### src/rtl/carbondma_pkg.sv
// Shared CarbonDMA types and constants: opcodes, channel status bits, and the
// scheduler FSM state and job payload used by the channel scheduler.
package carbondma_pkg;

    localparam logic CARBONDMA_OP_COPY = 1'b0;
    localparam logic CARBONDMA_OP_FILL = 1'b1;

    localparam int unsigned CARBONDMA_CH_STAT_BUSY = 0;
    localparam int unsigned CARBONDMA_CH_STAT_DONE = 1;
    localparam int unsigned CARBONDMA_CH_STAT_ERR  = 2;

    localparam int unsigned CARBONDMA_SCHED_CH_IDX_W = 3;
    localparam int unsigned CARBONDMA_JOB_ADDR_W     = 64;
    localparam int unsigned CARBONDMA_JOB_LEN_W      = 32;
    localparam int unsigned CARBONDMA_JOB_FILL_W     = 32;

    typedef enum logic [1:0] {
        SCHED_IDLE  = 2'd0,
        SCHED_ISSUE = 2'd1,
        SCHED_WAIT  = 2'd2
    } sched_state_e;

    // Fields sized for the widest supported configuration.
    typedef struct packed {
        logic                            op;
        logic [CARBONDMA_JOB_ADDR_W-1:0] src;
        logic [CARBONDMA_JOB_ADDR_W-1:0] dst;
        logic [CARBONDMA_JOB_LEN_W-1:0]  len;
        logic [CARBONDMA_JOB_FILL_W-1:0] fill;
    } carbondma_job_t;

endpackage

### src/rtl/carbondma_rr_arb.sv
// Round-robin arbiter: first set request at or after ptr (wrapping) wins.
module carbondma_rr_arb #(
    parameter int unsigned N     = 4,
    parameter int unsigned IDX_W = 3
) (
    input  logic [N-1:0]     req,
    input  logic [IDX_W-1:0] ptr,
    output logic [N-1:0]     gnt,
    output logic [IDX_W-1:0] idx,
    output logic             any
);

    int unsigned c;
    logic [N-1:0] req_sh;

    always_comb begin
        gnt    = '0;
        idx    = '0;
        any    = 1'b0;
        c      = 0;
        req_sh = '0;
        for (int unsigned i = 0; i < N; i++) begin
            c      = (32'(ptr) + i) % N;
            req_sh = req >> c;
            if (!any && req_sh[0]) begin
                any = 1'b1;
                gnt = N'(1) << c;
                idx = IDX_W'(c);
            end
        end
    end

endmodule

### src/rtl/carbondma_ch_sched.sv
// CarbonDMA per-channel job scheduler: latches starts, arbitrates, issues one job
// at a time to the engine. Optional macro CARBONDMA_SCHED_PRIO_EN adds a high-priority class.
module carbondma_ch_sched
    import carbondma_pkg::*;
#(
    parameter int unsigned NUM_CH = 4,
    parameter int unsigned ADDR_W = 64,
    parameter int unsigned LEN_W  = 32
) (
    input  logic                       clk,
    input  logic                       rst_n,
    input  logic                       en_i,
    input  logic                       clr_err_i,
    input  logic [NUM_CH-1:0]          ch_start_i,
    input  logic [NUM_CH-1:0]          ch_fill_i,
    input  logic [NUM_CH*ADDR_W-1:0]   ch_src_i,
    input  logic [NUM_CH*ADDR_W-1:0]   ch_dst_i,
    input  logic [NUM_CH*LEN_W-1:0]    ch_len_i,
    input  logic [NUM_CH*32-1:0]       ch_fillval_i,
    input  logic [NUM_CH-1:0]          ch_prio_i,
    output logic                       eng_req_valid_o,
    input  logic                       eng_req_ready_i,
    output logic [2:0]                 eng_req_ch_o,
    output logic                       eng_req_op_o,
    output logic [ADDR_W-1:0]          eng_req_src_o,
    output logic [ADDR_W-1:0]          eng_req_dst_o,
    output logic [LEN_W-1:0]           eng_req_len_o,
    output logic [31:0]                eng_req_fill_o,
    input  logic                       eng_done_i,
    input  logic                       eng_err_i,
    output logic [NUM_CH-1:0]          ch_busy_o,
    output logic [NUM_CH-1:0]          ch_done_o,
    output logic [NUM_CH-1:0]          ch_err_o,
    output logic                       busy_o,
    output logic                       err_o
);

    localparam int unsigned IW = CARBONDMA_SCHED_CH_IDX_W;

    sched_state_e   state_q, state_n;
    logic [NUM_CH-1:0] pending_q, pending_n, active_q, active_n;
    logic [NUM_CH-1:0] done_q, done_n, err_q, err_n, cbusy_q, cbusy_n;
    logic           gerr_q, gerr_n, valid_q, valid_n, busy_q, busy_n;
    logic [IW-1:0]  ptr_q, ptr_n, ch_q, ch_n;
    carbondma_job_t job_q, job_n;

    logic [NUM_CH-1:0] arb_req, gnt;
    logic [IW-1:0]     gidx;
    logic              gany;

`ifdef CARBONDMA_SCHED_PRIO_EN
    // High-priority pending channels shadow the low class entirely.
    logic [NUM_CH-1:0] hi_req;
    assign hi_req  = pending_q & ch_prio_i;
    assign arb_req = (|hi_req) ? hi_req : pending_q;
`else
    logic [NUM_CH-1:0] prio_unused;
    assign prio_unused = ch_prio_i;
    assign arb_req     = pending_q;
`endif

    carbondma_rr_arb #(.N(NUM_CH), .IDX_W(IW)) u_arb (
        .req (arb_req),
        .ptr (ptr_q),
        .gnt (gnt),
        .idx (gidx),
        .any (gany)
    );

    function automatic logic [IW-1:0] ptr_after(input logic [IW-1:0] c);
        return (32'(c) == NUM_CH - 1) ? '0 : c + IW'(1);
    endfunction

    // Configuration of the granted channel, sampled at grant time.
    logic                sel_op;
    logic [ADDR_W-1:0]   sel_src, sel_dst;
    logic [LEN_W-1:0]    sel_len;
    logic [31:0]         sel_fill;

    always_comb begin
        sel_op   = |(ch_fill_i & gnt);
        sel_src  = '0;
        sel_dst  = '0;
        sel_len  = '0;
        sel_fill = '0;
        for (int c = 0; c < NUM_CH; c++) begin
            if (gnt[c]) begin
                sel_src  = ch_src_i[c*ADDR_W +: ADDR_W];
                sel_dst  = ch_dst_i[c*ADDR_W +: ADDR_W];
                sel_len  = ch_len_i[c*LEN_W +: LEN_W];
                sel_fill = ch_fillval_i[c*32 +: 32];
            end
        end
    end

    // Ordering: clear-error, engine completion, starts, then grant/handshake.
    always_comb begin
        state_n   = state_q;
        pending_n = pending_q;
        active_n  = active_q;
        done_n    = done_q;
        err_n     = err_q;
        gerr_n    = gerr_q;
        valid_n   = valid_q;
        ptr_n     = ptr_q;
        ch_n      = ch_q;
        job_n     = job_q;

        if (clr_err_i) begin
            err_n  = '0;
            gerr_n = 1'b0;
        end

        if (state_q == SCHED_WAIT && eng_done_i) begin
            done_n = done_n | active_q;
            if (eng_err_i) begin
                err_n  = err_n | active_q;
                gerr_n = 1'b1;
            end
            active_n = '0;
            ptr_n    = ptr_after(ch_q);
            state_n  = SCHED_IDLE;
        end

        for (int c = 0; c < NUM_CH; c++) begin
            if (ch_start_i[c]) begin
                if (pending_q[c] || active_n[c]) begin
                    err_n[c] = 1'b1;
                    gerr_n   = 1'b1;
                end else begin
                    pending_n[c] = 1'b1;
                    done_n[c]    = 1'b0;
                    err_n[c]     = 1'b0;
                end
            end
        end

        case (state_q)
            SCHED_IDLE: begin
                if (en_i && gany) begin
                    pending_n  = pending_n & ~gnt;
                    ch_n       = gidx;
                    job_n.op   = sel_op;
                    job_n.src  = CARBONDMA_JOB_ADDR_W'(sel_src);
                    job_n.dst  = CARBONDMA_JOB_ADDR_W'(sel_dst);
                    job_n.len  = CARBONDMA_JOB_LEN_W'(sel_len);
                    job_n.fill = sel_fill;
                    if (sel_len == '0) begin
                        done_n = done_n | gnt;
                        ptr_n  = ptr_after(gidx);
                    end else begin
                        active_n = gnt;
                        valid_n  = 1'b1;
                        state_n  = SCHED_ISSUE;
                    end
                end
            end
            SCHED_ISSUE: begin
                if (eng_req_ready_i) begin
                    valid_n = 1'b0;
                    state_n = SCHED_WAIT;
                end
            end
            default: ;
        endcase

        cbusy_n = pending_n | active_n;
        busy_n  = |cbusy_n;
    end

    always_ff @(posedge clk) begin
        if (!rst_n) begin
            state_q   <= SCHED_IDLE;
            pending_q <= '0;
            active_q  <= '0;
            done_q    <= '0;
            err_q     <= '0;
            cbusy_q   <= '0;
            gerr_q    <= 1'b0;
            valid_q   <= 1'b0;
            busy_q    <= 1'b0;
            ptr_q     <= '0;
            ch_q      <= '0;
            job_q     <= '0;
        end else begin
            state_q   <= state_n;
            pending_q <= pending_n;
            active_q  <= active_n;
            done_q    <= done_n;
            err_q     <= err_n;
            cbusy_q   <= cbusy_n;
            gerr_q    <= gerr_n;
            valid_q   <= valid_n;
            busy_q    <= busy_n;
            ptr_q     <= ptr_n;
            ch_q      <= ch_n;
            job_q     <= job_n;
        end
    end

    assign eng_req_valid_o = valid_q;
    assign eng_req_ch_o    = ch_q;
    assign eng_req_op_o    = job_q.op;
    assign eng_req_src_o   = ADDR_W'(job_q.src);
    assign eng_req_dst_o   = ADDR_W'(job_q.dst);
    assign eng_req_len_o   = LEN_W'(job_q.len);
    assign eng_req_fill_o  = job_q.fill;
    assign ch_busy_o       = cbusy_q;
    assign ch_done_o       = done_q;
    assign ch_err_o        = err_q;
    assign busy_o          = busy_q;
    assign err_o           = gerr_q;

endmodule

### config.mk
export PLATFORM = sky130hd
export DESIGN_NAME = carbondma_ch_sched
export DESIGN_NICKNAME = d
export VERILOG_FILES = /design/src/rtl/carbondma_pkg.sv /design/src/rtl/carbondma_rr_arb.sv /design/src/rtl/carbondma_ch_sched.sv
export SDC_FILE = /design/constraint.sdc
export NUM_CORES = 1
export LEC_CHECK = 0
export ABC_CLOCK_PERIOD_IN_PS = 12900
export CAP_MARGIN = 40
export CORE_AREA = 10 10 383 385
export CTS_CLUSTER_DIAMETER = 120
export CTS_CLUSTER_SIZE = 12
export DETAILED_ROUTE_END_ITERATION = 16
export DIE_AREA = 0 0 393 395
export PLACE_DENSITY = 0.37
export REMOVE_ABC_BUFFERS = 1
export SLEW_MARGIN = 5
export SYNTH_ARGS = -nofsm -noshare
export SYNTH_HDL_FRONTEND = slang
export SYNTH_SLANG_ARGS = --single-unit
export TNS_END_PERCENT = 50
### constraint.sdc
create_clock -name clk -period 12.9 [get_ports clk]
set_input_delay 2.58 -clock clk [delete_from_list [all_inputs] [get_ports clk]]
set_output_delay 2.58 -clock clk [all_outputs]
set_load 0.005 [all_outputs]
==> flow_metrics.tcl, run 1 <==
set metrics [dict create \
    status "finished clean" \
    die_width_um 393 \
    p_per_area_nw_per_um2 132 \
    synth_edf_count 0 \
    insertion_delay_ns 0.58 \
    ios 998 \
    hold_class "flop to flop" \
    leakage_uw 0.00844 \
    layout-drive-gt1-share_pct 4.03 \
    fmax_mhz 162 \
    cts_setup_buffers 0 \
    arrival_ns 6.61 \
    clk_transition_reported_paths_ns 0.07 \
    cts_resized 0 \
    rsz0062_at_grt "no" \
    power_switching_share_pct 42.7 \
    cts_sinks 222 \
    worst_pin_slew_ns 0.894 \
    grt_usage_pct 14.7 \
    rows 137 \
    core_area_um2 139000 \
    seqPwrFrac_pct 25.7 \
    antenna_found_initial 38 \
    synthTopCellsByArea "dfxtp_1, a221oi_1, o311ai_0, nor2_1, o21ai_0" \
    htree_levels 1 \
    cts_tree "done" \
    yosys-mux-area-fraction_pct 1.37 \
    hold_buffers 0 \
    synth_warnings 0 \
    grt_pass1_vias 18900 \
    grt_max_degree 168 \
    drt-pass1-iter-count 5 \
    fp.dieArea_um2 155000 \
    start_util_pct 9.69 \
    ys_ff_latch 222 \
    cp_max_fo 31 \
    clockBufferDepth 3 \
    setup_viol_count_final 0 \
    vias 18200 \
    worst_setup_path_end_kind "flop" \
    dp_hpwl_mm 98.2 \
    worst_ep_required_time_ns 13.32 \
    timing.final.crit_period_ns 6.19 \
    worstSetupPathType "flop to flop" \
    start_kind "flop" \
    postSynth.asyncResetShare_pct 0 \
    cts_root_buf "clkbuf_16" \
    synthCells 1819 \
    maxSlewViolCount 0 \
    drtIter0Drc 1100 \
    finalHoldViolCount 0 \
    maxCapViolations 0 \
    synth_xor_area_share_pct 0 \
    dp_slack_ns 6.56 \
    finalNetCount 3470 \
    relSlewSlack_pct 39.5 \
    synth-seq-area-share_pct 33.0 \
    grt_pass1_wl_mm 162 \
    finalCritPeriodShare_pct 48.0 \
    synthesis.area_um2 13500 \
    peakVddDrop_mv 0.0916 \
    die_h_um 395 \
    setup_tns_ns 0 \
    yosys.area.top_type "dfxtp_1" \
    viasPerCell 4.06 \
    synthToLayoutAreaGrowth_pct 93.3 \
    p_int_uw 1960 \
    final_core_util_pct 18.7 \
    drtAntennaViolNets 0 \
    synth-simple-area-share_pct 18.8 \
    synth_compound_area_share_pct 39.0 \
    power_frac_clock_pct 22.0 \
    netlist.area_leader.share_pct 33.0 \
    switchingPower_uw 1460 \
    drt_wl_total_mm 122 \
    ys.flop_type "dfxtp_1" \
    yosysUniqueCellTypes 70 \
    portBuffers 992 \
    numCtsBuffers 25 \
    place.gp.congestion 0.827 \
    clock_skew_ns 0.0139 \
    syn_area_per_cell_um2 7.40 \
    gr-total-overflow 0 \
    final.setup.worst_slack_ns 6.71 \
    synth_top_family_by_area "compound AO/OA/AOI/OAI gates" \
    wl_per_cell_um 27.2 \
    power_frac_comb_pct 52.4 \
    drcViolationCount 0 \
    synth_adder_area_share_pct 0.837 \
]
[cells in the mapped netlist (all sizes together) (4+ instances only)]
cell type  instances
inv               13
nand3              5
nand2            198
mux4               4
dfxtp            222
mux2i              6
clkbuf           165
nor4               6
o21ai            217
o211ai            17
o311ai           161
a211oi             9
a2bb2oi            8
nor2b              4
nor3              20
and2              12
nand4              5
nor2             352
a311oi            10
o221ai             5
o41ai              5
or2                4
a21oi             73
a221oi           175
a221o             10
a31oi             14
buf               47
ha                 9
[sequential cells by signal, summed over array words and instances (netlist names), 4 cells and up]
signal and cells:
eng_req_fill_o 32, ch_done_o 4, active_q 4, eng_req_src_o 64, ch_busy_o 4, eng_req_len_o 32, eng_req_dst_o 64, arb_req 4
ch_err_o 4
[power by group through the flow]
stage | Sequential, uW | Combinational (uW) | Clock [uW]
floorplan | 890 | 823 | 0
global placement | 892 | 1830 | 0
detailed placement | 893 | 1840 | 0
CTS | 880 | 1850 | 817
global route | 895 | 1950 | 824
finish | 879 | 1790 | 753
[through the flow]
stage                     area [um^2]  total power, uW  std cells  hold slack [ns]
after global placement          25100             2730       4443            0.452
after global routing            26000             3670       4493            0.499
final                           26000             3430       4499            0.460
after CTS                       26000             3550       4488            0.471
after detailed placement        25200             2730       4452            0.456
after floorplan                 12600             1710       1607            0.453
[worst max-delay path, stage by stage (launching register included)]
cell     delay, ns
dfxtp_1       0.74
inv_1         0.22
ha_1          0.46
mux4_2        0.52
or2_0         0.47
o221a_1       0.30
buf_4         0.27
or2_4         0.43
buf_4         0.44
a31oi_1       0.21
o41ai_1       0.41
nand4_1       0.44
or4_4         0.73
a31oi_1       0.20
a21oi_1       0.11
[per-layer routing]
layer	up-vias	share of wire (%)	GRT usage [%]
met5	-	0.13	0
met4	24	2.3	3.77
met3	109	7.2	3.95
met2	678	50	26.3
met1	8796	40	17.1
li1	8638	-	-
[final timing paths]
kind,cells past startpoint,start,slack [ns],end
worst min-delay path,2,eng_req_len_o[6],0.46,eng_req_len_o[6]
worst max register to register,14,ptr_q[0],6.71,ch_busy_o[2]
worst min register to register,2,eng_req_len_o[6],0.46,eng_req_len_o[6]
worst max-delay path,14,ptr_q[0],6.71,ch_busy_o[2]
[cells by family (layout without fill, tap and decap cells)]
kind of cell               Yosys count  after routing
and+or+nand+nor                    621            621
AOI/OAI and AO/OA                  727            727
DFF                                222            222
other                                1             10
muxes                               13             13
buffers and inverters              226           1090
adders and majority gates            9              9
[area by class of cell]
type / instances / area, um^2
antenna: 9 / 22.5
clock buffer: 29 / 661
clock inverter: 7 / 100
fill: 15700 / 113000
inverter: 14 / 60.1
multi-input combinational: 1371 / 8130
sequential: 222 / 4440
tap: 1807 / 2260
timing repair buffer: 1040 / 10300
[layout by cell type, fill, tap and decap left out, drive strengths merged, types with 6 or more instances in the layout]
master / instances
o211ai: 17
a211oi: 9
nor2: 352
nor4: 6
a31oi: 14
a221oi: 175
nor3: 20
and2: 12
clkdlybuf4s50: 991
a2bb2oi: 8
a311oi: 10
ha: 9
inv: 15
o311ai: 161
a21oi: 73
buf: 48
diode: 9
o21ai: 217
mux2i: 6
clkbuf: 30
dfxtp: 222
a221o: 10
nand2: 198
(Power assumes the default switching activity.)
==> run 2: changes to the inputs <==
--- a/config.mk
+++ b/config.mk
@@ -5,14 +5,14 @@
 export SDC_FILE = /design/constraint.sdc
 export NUM_CORES = 1
 export LEC_CHECK = 0
-export ABC_CLOCK_PERIOD_IN_PS = 12900
+export ABC_CLOCK_PERIOD_IN_PS = 5800
 export CAP_MARGIN = 40
-export CORE_AREA = 10 10 383 385
+export CORE_AREA = 10 10 376 378
 export CTS_CLUSTER_DIAMETER = 120
 export CTS_CLUSTER_SIZE = 12
 export DETAILED_ROUTE_END_ITERATION = 16
-export DIE_AREA = 0 0 393 395
-export PLACE_DENSITY = 0.37
+export DIE_AREA = 0 0 386 388
+export PLACE_DENSITY = 0.38
 export REMOVE_ABC_BUFFERS = 1
 export SLEW_MARGIN = 5
 export SYNTH_ARGS = -nofsm -noshare
==> constraint.sdc (replaced) <==
create_clock -name clk -period 5.8 [get_ports clk]
set_input_delay 1.16 -clock clk [delete_from_list [all_inputs] [get_ports clk]]
set_output_delay 1.16 -clock clk [all_outputs]
set_load 0.005 [all_outputs]
==> flow_metrics.tcl, run 2 (same netlist as run 1, synthesis figures left out) <==
set metrics [dict create \
    gr-total-overflow 0 \
    peakVddDrop_mv 0.212 \
    power_frac_comb_pct 52.8 \
    hold_class "flop to flop" \
    rows 134 \
    layout-drive-gt1-share_pct 4.56 \
    finalHoldViolCount 0 \
    leakage_uw 0.00856 \
    grt_max_degree 156 \
    drt_wl_total_mm 123 \
    hold_buffers 0 \
    switchingPower_uw 3230 \
    rsz0062_at_grt "no" \
    mostFrequentLayoutCell "clkdlybuf4s50_1" \
    die_width_um 386 \
    worstHoldPathCells 2 \
    core_area_um2 133000 \
    synthToLayoutAreaGrowth_pct 94.9 \
    layout_common_cells "clkdlybuf4s50_1, nor2_1, dfxtp_1" \
    grt_usage_pct 15.4 \
    start_util_pct 10.1 \
    cts_root_buf "clkbuf_16" \
    drcViolationCount 0 \
    drtIter0Drc 971 \
    clk_transition_reported_paths_ns 0.07 \
    dp_hpwl_mm 100 \
    finalNetCount 3486 \
    insertion_delay_ns 0.60 \
    vias 18300 \
    ios 998 \
    relSlewSlack_pct 40.1 \
    power_frac_clock_pct 21.6 \
    maxCapViolations 0 \
    fin_area_um2 26200 \
    grt_pass1_wl_mm 164 \
    status "finished clean" \
    worstSetupPathType "flop to flop" \
    place.gp.congestion 0.813 \
    htree_levels 1 \
    worst_ep_required_time_ns 6.28 \
    timing.final.crit_period_ns 5.24 \
    p_int_uw 4430 \
    numCtsBuffers 25 \
    power_switching_share_pct 42.2 \
    clock_skew_ns 0.0402 \
    fmax_mhz 191 \
    finalCritPeriodShare_pct 90.4 \
    clockBufferDepth 3 \
    cts_tree "done" \
    cts_resized 0 \
    arrival_ns 5.72 \
    startpoint "ptr_q[1]" \
    setup_viol_count_final 0 \
    worstHoldStart "eng_req_len_o[6]" \
    fp.dieArea_um2 150000 \
    setup_tns_ns 0 \
    seqPwrFrac_pct 25.6 \
    grt_pass1_vias 19000 \
    wl_per_cell_um 27.4 \
    antenna_found_initial 33 \
    crit-reg2reg-launch "ptr_q[1]" \
    worst_setup_path_end_kind "flop" \
    portBuffers 992 \
    cp_max_fo 27 \
    p_per_area_nw_per_um2 292 \
    drtAntennaViolNets 0 \
    drt-pass1-iter-count 5 \
    final_core_util_pct 19.7 \
    die_h_um 388 \
    placed_area_um2 25500 \
    cts_sinks 222 \
    r2r_cells 12 \
    worst_pin_slew_ns 0.899 \
    start_kind "flop" \
    cts_setup_buffers 0 \
    viasPerCell 4.09 \
    maxSlewViolCount 0 \
]
run 2: cell count changes in the layout (fill, tap and decap cells not counted), moves of 2 or more:
| cell | delta |
|---|---|
| buf_12 | +12 |
| buf_4 | +12 |
| buf_2 | -5 |
| o311ai_0 | +5 |
| o311ai_1 | -5 |
| clkinv_4 | -3 |
| inv_8 | +2 |
run 2: metal layers:
metal  track usage [%]  share of wire [%]  wire (um)  vias up
met5                 0               0.11        136        -
met4              2.16                1.2       1450       22
met3              3.96                7.0       8580       91
met2              28.3                 52      63200      632
met1              18.0                 40      49300     8865
li1                  -                  -          -     8682
run 2: path summary, 6_finish.rpt:
check / endpoint / slack, ns
worst min register to register: eng_req_len_o[6] / 0.46
worst min-delay path: eng_req_len_o[6] / 0.46
worst max-delay path: ch_busy_o[0] / 0.56
worst max register to register: ch_busy_o[0] / 0.56
run 2: layout make-up:
type | count | area, um^2
Antenna cell | 10 | 25.0
Clock buffer | 28 | 647
Clock inverter | 7 | 105
Fill cell | 15000 | 107000
Inverter | 14 | 60.1
Multi-Input combinational cell | 1371 | 8130
Sequential cell | 222 | 4440
Tap cell | 1768 | 2210
Timing Repair Buffer | 1056 | 10600
run 2: power groups by stage:
stage | clock network [uW] | logic (uW) | registers (uW)
global route | 1800 | 4410 | 2000
global placement | 0 | 4180 | 1990
finish | 1660 | 4050 | 1960
floorplan | 0 | 1830 | 1980
CTS | 1760 | 4180 | 1960
detailed placement | 0 | 4160 | 1990
run 2: per-stage QoR:
stage / power (uW) / cells / setup slack, ns / hold WS, ns
finish: 7670 / 4476 / 0.559 / 0.459
global route: 8210 / 4469 / 0.249 / 0.484
detailed placement: 6150 / 4431 / 0.478 / 0.450
floorplan: 3810 / 1607 / -4.83 / 0.453
CTS: 7910 / 4466 / 0.442 / 0.460
global placement: 6170 / 4430 / 0.536 / 0.448
run 2: worst max-delay path: stages (launching register included):
cell,delay [ns]
dfxtp_1,0.51
inv_1,0.13
ha_1,0.45
mux4_2,0.66
or2_0,0.42
o221a_4,0.43
or2_4,0.46
a221oi_1,0.32
a2bb2oi_1,0.33
nand4_1,0.35
or4_4,0.71
nand2_2,0.19
o22ai_1,0.12
==> patch (settings of run 2) <==
Encoding of `sched_state_e`: now one-hot (3 bits for 3 states).
--- a/src/rtl/carbondma_pkg.sv
+++ b/src/rtl/carbondma_pkg.sv
@@ -15,8 +15,8 @@
     localparam int unsigned CARBONDMA_JOB_FILL_W     = 32;
 
-    typedef enum logic [1:0] {
-        SCHED_IDLE  = 2'd0,
-        SCHED_ISSUE = 2'd1,
-        SCHED_WAIT  = 2'd2
+    typedef enum logic [2:0] {
+        SCHED_IDLE  = 3'b001,
+        SCHED_ISSUE = 3'b010,
+        SCHED_WAIT  = 3'b100
     } sched_state_e;
 
Check against the original RTL: same outputs for any inputs over 4 cycles, from zero or initial values and one cycle with rst_n low; so few cycles prove little.
==> patch against run 2 <==
Worst setup slack gained 0.41 ns. Clock power grew 4%. Clock skew down 0.020 ns. Highest routed layer unchanged. Largest power group unchanged. Total power is 14% lower. Count of clock-buffer cells in the layout is 1 higher. Combinational power down 26%. Area after synthesis up 1.4%. Sequential cell count grew 1. Routed wire length up 0.60%. Die area is the same. Final area up 1.3%.
==> patch: results (changes against run 2) <==
stage	metric	value	unit	change
outcome	status	finished clean		
route	Residual DRC	0		unchanged
finish	layout cells sized above 1	5.192	%	+0.63 points
global_routing	antenna violations before repair	47		+42%
critical_path	Worst R2R End	ptr_q[0]$_SDFF_PN0_		
critical_path	crit path DAT	5.32	ns	-0.40 ns
sta	min Tclk post-route	4.826	ns	-0.4149 ns
synthesis	Avg Inst Size Synth	7.441	um2	+0.58%
placed_design	Final GP Congestion	0.8228		+1.2%
synthesis	YS warnings	0		unchanged
placed_design	Final HPWL DP	99850	um	-0.33%
finish	fill count	14920		-0.80%
sta	Max-Slew Margin vs Limit	37.99	%	-2.1 points
route	first-pass iteration count of the detailed router	5		unchanged
synthesis	largest cells by area after synthesis	dfxtp_1, a221oi_1, o311ai_0, nor2_1, o21ai_0		
finish	final std cells w/o fill	4511		+0.78%
critical_path	CP endpoint	ptr_q[0]$_SDFF_PN0_		
critical_path	Crit Path Max Fanout	29		+7.4%
synthesis	post-synth cell types	71		+1.4%
placed_design	Port Buffers	992		unchanged
critical_path	FF-to-FF path depth	13		+1
clock_network	clk slew on worst S/H paths	0.06	ns	
global_routing	largest net degree at the start of global routing	148		-5.1%
route	wire per inst	27.37	um	-0.18%
sta	WHS	0.4820	ns	+0.02283 ns
clock_network	Max Root-Sink Buffers	3		unchanged
route	Iter 0 DRT Violations	1094		+13%
synthesis	post-synthesis sequential area ratio	32.73	%	-0.30 points
route	Vias/cell	4.158		+1.7%
placed_design	Area after DPL	25750	um2	+1.2%
clock_network	TritonCTS Buffers	25		unchanged
clock_network	CTS Root Buffer Type	clkbuf_16		
hold_path	Hold Path Sink	eng_req_ch_o[1]$_SDFFE_PN0P_		
critical_path	CP startpoint	ptr_q[1]$_SDFF_PN0_		
synthesis	Top FF cell, synth	dfxtp_1		
hold_path	Hold Crit Class	reg -> reg		
hold_path	critical hold path startpoint	eng_req_ch_o[1]$_SDFFE_PN0P_		
synthesis	synth cell count leaders	nor2_1, dfxtp_1, o21ai_0		
critical_path	reg-to-reg slack, setup	0.97	ns	+0.41 ns
critical_path	Crit path largest cell delay	0.66	ns	-0.05 ns
pwr	Max IR drop VDD	208.5	uV	-1.8%
clock_network	setup repair bufs after CTS	0		unchanged
finish	# nets final	3522		+1.0%
global_routing	total track usage	15.45	%	+0.058 points
pwr	P_leak	8.693	nW	+1.5%
global_routing	number of global-route vias before repair	19250		+1.1%
sta	clock skew	0.02060	ns	-0.01965 ns
global_routing	first-pass GRT wire length	164700	um	+0.14%
placed_design	Place WS	0.9142	ns	+0.4360 ns
critical_path	CP max-delay cell	mux4_2		
==> patch: cell count changes after synthesis, sizes merged, moves of 10 or more <==
| cell | delta |
|---|---|
| nor3 | -10 |
| a21oi | -12 |
| o2bb2ai | +12 |
| a211oi | +20 |
| o211ai | -16 |
| a31oi | -12 |
==> patch: logic make-up after synthesis <==
logic type,count (synthesis),synth area share [%]
buffers and inverters,221,6.660
AOI/OAI and AO/OA,736,39.79
and+or+nand+nor,632,18.87
other,1,0.02749
adders and majority gates,9,0.8256
DFF,223,32.73
muxes,11,1.101
==> patch: final cells by class <==
class	count	area (um2)	area share [%]
clock inverter	7	102.6	0.3863
antenna	8	20.02	0.07538
timing repair buffer	1077	10700	40.28
tap	1768	2212	8.329
clock buffer	29	680.7	2.563
inverter	10	45.04	0.1696
sequential	223	4464	16.81
multi-input combinational	1389	8335	31.39
==> patch: critical path: cells and delay by family (launching register included) <==
family,cells,cell delay [ns]
AOI/OAI and AO/OA,4,1.05
adders and majority gates,1,0.49
DFF,1,0.33
and+or+nand+nor,5,1.78
muxes,1,0.66
buffers and inverters,2,0.39
==> patch: report_power, final <==
group          switching (mW)  total [mW]  internal, mW
registers               0.131        1.89          1.76
clock network           0.804        1.72         0.918
logic                    1.60        3.01          1.41
total                    2.54        6.63          4.09
==> patch: routing by layer <==
metal / up-vias / track usage (%) / wire length [um]
met5: - / 0 / 257
met4: 42 / 4.096 / 3429
met3: 145 / 5.054 / 10580
met2: 731 / 27.16 / 61020
met1: 9041 / 17.71 / 48180
li1: 8796 / - / -
